===== src/rtl/register_file.sv =====
// 32-entry MIPS register file: two combinational read ports with optional same-cycle
// write forwarding, one unforwarded debug port, and a saturating committed-write counter.
module register_file #(
   parameter int DATA_WIDTH = 32,
   parameter int ADDR_WIDTH = 5,
   parameter int BYPASS     = 1
) (
   input  logic                  clk,
   input  logic                  reset,
   input  logic [ADDR_WIDTH-1:0] rs,
   input  logic [ADDR_WIDTH-1:0] rt,
   output logic [DATA_WIDTH-1:0] ReadData1,
   output logic [DATA_WIDTH-1:0] ReadData2,
   input  logic                  RegWrite,
   input  logic [ADDR_WIDTH-1:0] WriteReg,
   input  logic [DATA_WIDTH-1:0] WriteData,
   input  logic [ADDR_WIDTH-1:0] DbgAddr,
   output logic [DATA_WIDTH-1:0] DbgData,
   output logic [15:0]           WriteCount
);

   localparam int NREG = 2**ADDR_WIDTH;

   logic [DATA_WIDTH-1:0] rf_view [NREG];
   logic                  wr_en;
   logic [15:0]           cnt_q, cnt_d;

   // A commit needs a non-zero destination; $0 writes are dropped entirely.
   assign wr_en = RegWrite && !reset && (WriteReg != '0);

   assign rf_view[0] = '0;

   for (genvar g = 1; g < NREG; g++) begin : g_ent
      logic [DATA_WIDTH-1:0] ent_q, ent_d;

      always_comb begin
         ent_d = ent_q;
         if (wr_en && (WriteReg == ADDR_WIDTH'(g))) begin
            ent_d = WriteData;
         end
      end

      always_ff @(posedge clk) begin
         if (reset) begin
            ent_q <= '0;
         end else begin
            ent_q <= ent_d;
         end
      end

      assign rf_view[g] = ent_q;
   end

   always_comb begin
      cnt_d = cnt_q;
      if (wr_en && (cnt_q != 16'hFFFF)) begin
         cnt_d = cnt_q + 16'd1;
      end
   end

   always_ff @(posedge clk) begin
      if (reset) begin
         cnt_q <= '0;
      end else begin
         cnt_q <= cnt_d;
      end
   end

   assign WriteCount = cnt_q;

   always_comb begin
      ReadData1 = rf_view[rs];
      ReadData2 = rf_view[rt];
      // wr_en already excludes index 0, so forwarding never overrides the $0 zero.
      if (BYPASS != 0) begin
         if (wr_en && (WriteReg == rs)) begin
            ReadData1 = WriteData;
         end
         if (wr_en && (WriteReg == rt)) begin
            ReadData2 = WriteData;
         end
      end
   end

   assign DbgData = rf_view[DbgAddr];

endmodule


===== config.mk =====
export PLATFORM = sky130hd
export DESIGN_NAME = register_file
export DESIGN_NICKNAME = d
export VERILOG_FILES = /design/src/rtl/register_file.sv
export SDC_FILE = /design/constraint.sdc
export NUM_CORES = 2
export LEC_CHECK = 0
export CAP_MARGIN = 20
export CORE_MARGIN = 2
export CORE_UTILIZATION = 26
export CTS_BUF_LIST = sky130_fd_sc_hd__clkbuf_2
export CTS_CLUSTER_SIZE = 30
export DETAILED_ROUTE_END_ITERATION = 16
export PLACE_DENSITY = 0.47
export SYNTH_ARGS = -nofsm -noshare
export SYNTH_HDL_FRONTEND = slang
export SYNTH_SLANG_ARGS = --single-unit

===== constraint.sdc =====
create_clock -name clk -period 3.6 [get_ports clk]
set_clock_uncertainty 0.1 [all_clocks]
set_input_delay 0.54 -clock clk [delete_from_list [all_inputs] [get_ports clk]]
set_output_delay 0.54 -clock clk [all_outputs]
set_load 0.01 [all_outputs]

==> flow_summary.json <==
{
  "tightestPinTransition_ns": 1.18,
  "core_area_um2": 230000,
  "p_int_mw": 16.0,
  "crit-reg2reg-capture": "WriteCount[5]",
  "dp_hpwl_mm": 201,
  "antenna_found_initial": 10,
  "dieArea_um2": 236000,
  "start_kind": "register",
  "synth.distinct_cells": 48,
  "fmax_mhz": 228,
  "ant_nets": 0,
  "drt-initial-drc-count": 7513,
  "p_leak_nw": 28.6,
  "hold_depth": 8,
  "first_pass_iters": 5,
  "ys_async_sr_fraction": 0,
  "io_pins": 167,
  "die_h_um": 485,
  "power_density_nw_per_um2": 306,
  "htree_levels": 5,
  "clk_latency_ns": 1.70,
  "cts_tree": "yes",
  "fin_ws_ns": -0.786,
  "maxSlewHeadroom": 0.210,
  "final_nets": 7867,
  "finalCritPeriodShare": 1.22,
  "worstReg2RegStart": "WriteCount[6]",
  "ys_ff_latch": 1008,
  "cp.required_ns": 2.96,
  "die_w_um": 485,
  "initial_core_util": 0.262,
  "worstHoldPathType": "input pin to register",
  "syn_nets": 7294,
  "finalHoldViolCount": 0,
  "drt-total-wl_mm": 322,
  "gp_congestion": 0.959,
  "cts-root-buf": "clkbuf_2",
  "numCtsBuffers": 292,
  "wl_per_cell_um": 29.3,
  "syn_area_um2": 60300,
  "swShare": 0.341,
  "status": "finished, violations left",
  "grt_max_degree": 198,
  "violations": "setup timing",
  "grt_pass1_vias": 60500,
  "fin_util": 0.344,
  "worst-r2r-setup-slack_ns": 1.39,
  "yosysWarnings": 0,
  "avgSynthCellArea_um2": 8.33,
  "power.switching_mw": 8.27,
  "cp_max_fo": 4,
  "grtUsageTotal": 0.261,
  "fin_crit_ns": 4.39,
  "power_frac_seq": 0.463,
  "path_clk_slew_ns": 0.11,
  "gr-total-overflow": 0,
  "rows": 176,
  "cts_sinks": 1008,
  "pwr-share-comb": 0.188,
  "viasPerCell": 5.75,
  "port_buffers": 166,
  "critPathCaptureType": "primary output",
  "synth-edff-count": 0,
  "drv_cap": 0,
  "worstPathArrival_ns": 3.75,
  "crit_type": "register to primary output",
  "layout-drive-gt1-share": 0.366,
  "fin_total_pwr_mw": 24.3,
  "vias": 63300,
  "post-route-drc-count": 0,
  "grt_pass1_wl_mm": 450,
  "synthCells": 7238,
  "dp_slack_ns": -1.14,
  "r2r_cells": 5,
  "rsz0062_at_grt": "yes",
  "cts_buffer_depth": 4,
  "synth_flop_cell": "dfxtp_1",
  "area_growth_pct": 31.4,
  "irDropWorstVdd_mv": 0.317,
  "setup_viol": 173,
  "min-delay-start": "WriteReg[3]",
  "ys_seq_area_frac": 0.335,
  "maxSlewViolCount": 0,
  "min_to": "g_ent[11].ent_q[3]",
  "clkPwrFrac": 0.350
}
==> per-stage QoR <==
stage	hold slack [ns]	cell area, um^2	TNS, ns	std cells
2_1_floorplan	0.352	60300	0	7238
3_3_place_gp	0.366	70800	-37.56	10400
3_5_place_dp	0.372	70900	-35.16	10400
4_1_cts	0.0100	77400	-70.82	11000
5_1_grt	0.142	79200	-63.96	11000
6_report	0.300	79200	-48.89	11000
==> state kept, by name, summed over array words and instances, names as in the netlist <==
signal and cells:
g_ent.ent_q 992, WriteCount 16
==> synthesized netlist by cell type (2+ instances only) <==
library cell | count | area [um^2]
buf_2 | 187 | 936
nand2b_1 | 17 | 106
mux2i_1 | 707 | 7080
a311o_1 | 2 | 20.0
and2_1 | 6 | 37.5
xnor2_1 | 11 | 96.3
nor3b_1 | 5 | 37.5
a211oi_1 | 62 | 465
a221oi_1 | 124 | 1090
clkbuf_2 | 28 | 140
dfxtp_1 | 1008 | 20200
nand2_1 | 2157 | 8100
xor2_1 | 9 | 78.8
buf_6 | 3 | 33.8
buf_4 | 14 | 105
nand4_1 | 5 | 31.3
or2_1 | 2 | 12.5
or2_2 | 3 | 18.8
nand3b_1 | 6 | 45.0
a22o_1 | 32 | 280
o2111ai_1 | 5 | 43.8
mux2_2 | 320 | 3600
a21oi_1 | 1002 | 5010
nor4bb_1 | 2 | 20.0
inv_1 | 2 | 7.51
a22oi_1 | 6 | 45.0
nor4_2 | 2 | 25.0
o41ai_1 | 63 | 552
buf_1 | 26 | 97.6
nor2_1 | 46 | 173
and3b_1 | 3 | 26.3
nand3_1 | 20 | 100
nor2b_1 | 15 | 93.8
mux4_2 | 288 | 6490
o21ai_0 | 67 | 335
clkbuf_1 | 531 | 1990
o22ai_1 | 372 | 2330
and4_1 | 3 | 26.3
nor3_1 | 63 | 315
and3_1 | 4 | 25.0
or4_1 | 3 | 22.5
==> worst max path at each step <==
stage,startpoint,endpoint,slack [ns]
floorplan,DbgAddr[1],DbgData[0],0.57
finish,g_ent[21].ent_q[6],ReadData2[6],-0.79
CTS,g_ent[16].ent_q[5],ReadData2[5],-1.08
detailed placement,WriteReg[0],ReadData2[9],-1.14
global route,g_ent[25].ent_q[22],ReadData1[22],-0.96
global placement,WriteReg[0],ReadData2[5],-1.46
==> cell usage in the layout (no fill, tap or decap), drive strengths merged, types with 4 or more instances in the layout <==
cell type and count:
nand2 2157, dfxtp 1008, a21oi 1002, buf 946, mux2i 707, clkbuf 407
o22ai 372, mux2 320, mux4 288, a221oi 124, o21ai 68, nor3 63
o41ai 63, dlygate4sd3 62, a211oi 62, clkinv 55, clkdlybuf4s50 49, nor2 46
a22o 32, nand3 20, nand2b 17, nor2b 15, xnor2 11, xor2 9
dlygate4sd2 9, diode 8, a22oi 6, nand3b 6, and2 6, nand4 5
nor3b 5, o2111ai 5, or2 5, inv 5, and3 4
==> final cells by class <==
class,count,area [um^2]
fillers,23700,151000
multi-input cells,5439,41100
flip-flops and latches,1008,20900
repair buffers,1068,11200
well taps,3026,3790
clock buffers,406,2030
clock inverters,59,253
diodes,8,20.0
inverters,2,7.51
==> critical path, cell delays in order (launching register included) <==
cell,delay (ns)
dfxtp_1,0.39
mux2i_1,0.14
a221oi_4,0.37
o22ai_2,0.18
o41ai_4,0.70
buf_2,0.25
==> logic make-up after synthesis <==
group,Yosys count,share of synthesized area
adder cells (fa/ha/maj),1,0.000208
multiplexers,1315,0.285
XOR/XNOR,20,0.00291
AO/OA/AOI/OAI,1739,0.169
AND/OR/NAND/NOR,2364,0.153
buffers and inverters,791,0.0550
flip-flops,1008,0.335
==> power groups by stage <==
stage | clock network, mW | registers, mW | logic (mW)
finish | 8.48 | 11.2 | 4.55
global route | 9.17 | 11.2 | 4.60
detailed placement | 0 | 11.5 | 3.95
global placement | 0 | 11.5 | 3.94
floorplan | 0 | 11.5 | 1.79
CTS | 8.63 | 11.2 | 4.29
==> routing by layer <==
layer | up-vias | share of wire | GRT usage
li1 | 27200 | - | -
met1 | 31100 | 0.39 | 0.330
met2 | 3859 | 0.44 | 0.401
met3 | 1077 | 0.095 | 0.0526
met4 | 12 | 0.076 | 0.177
met5 | - | 0.00025 | 0
==> what timing repair did <==
item / in CTS / in global routing
gates resized for setup: 1304 / 357
endpoints found under the hold margin: 1008 / 0
gates cloned: 0 / 2
buffers inserted: 83 / 50
pin swaps: 111 / 113
hold buffers: 65 / 0
setup endpoints to repair: 110 / 96
No activity file was read; power rests on OpenSTA's default activity.
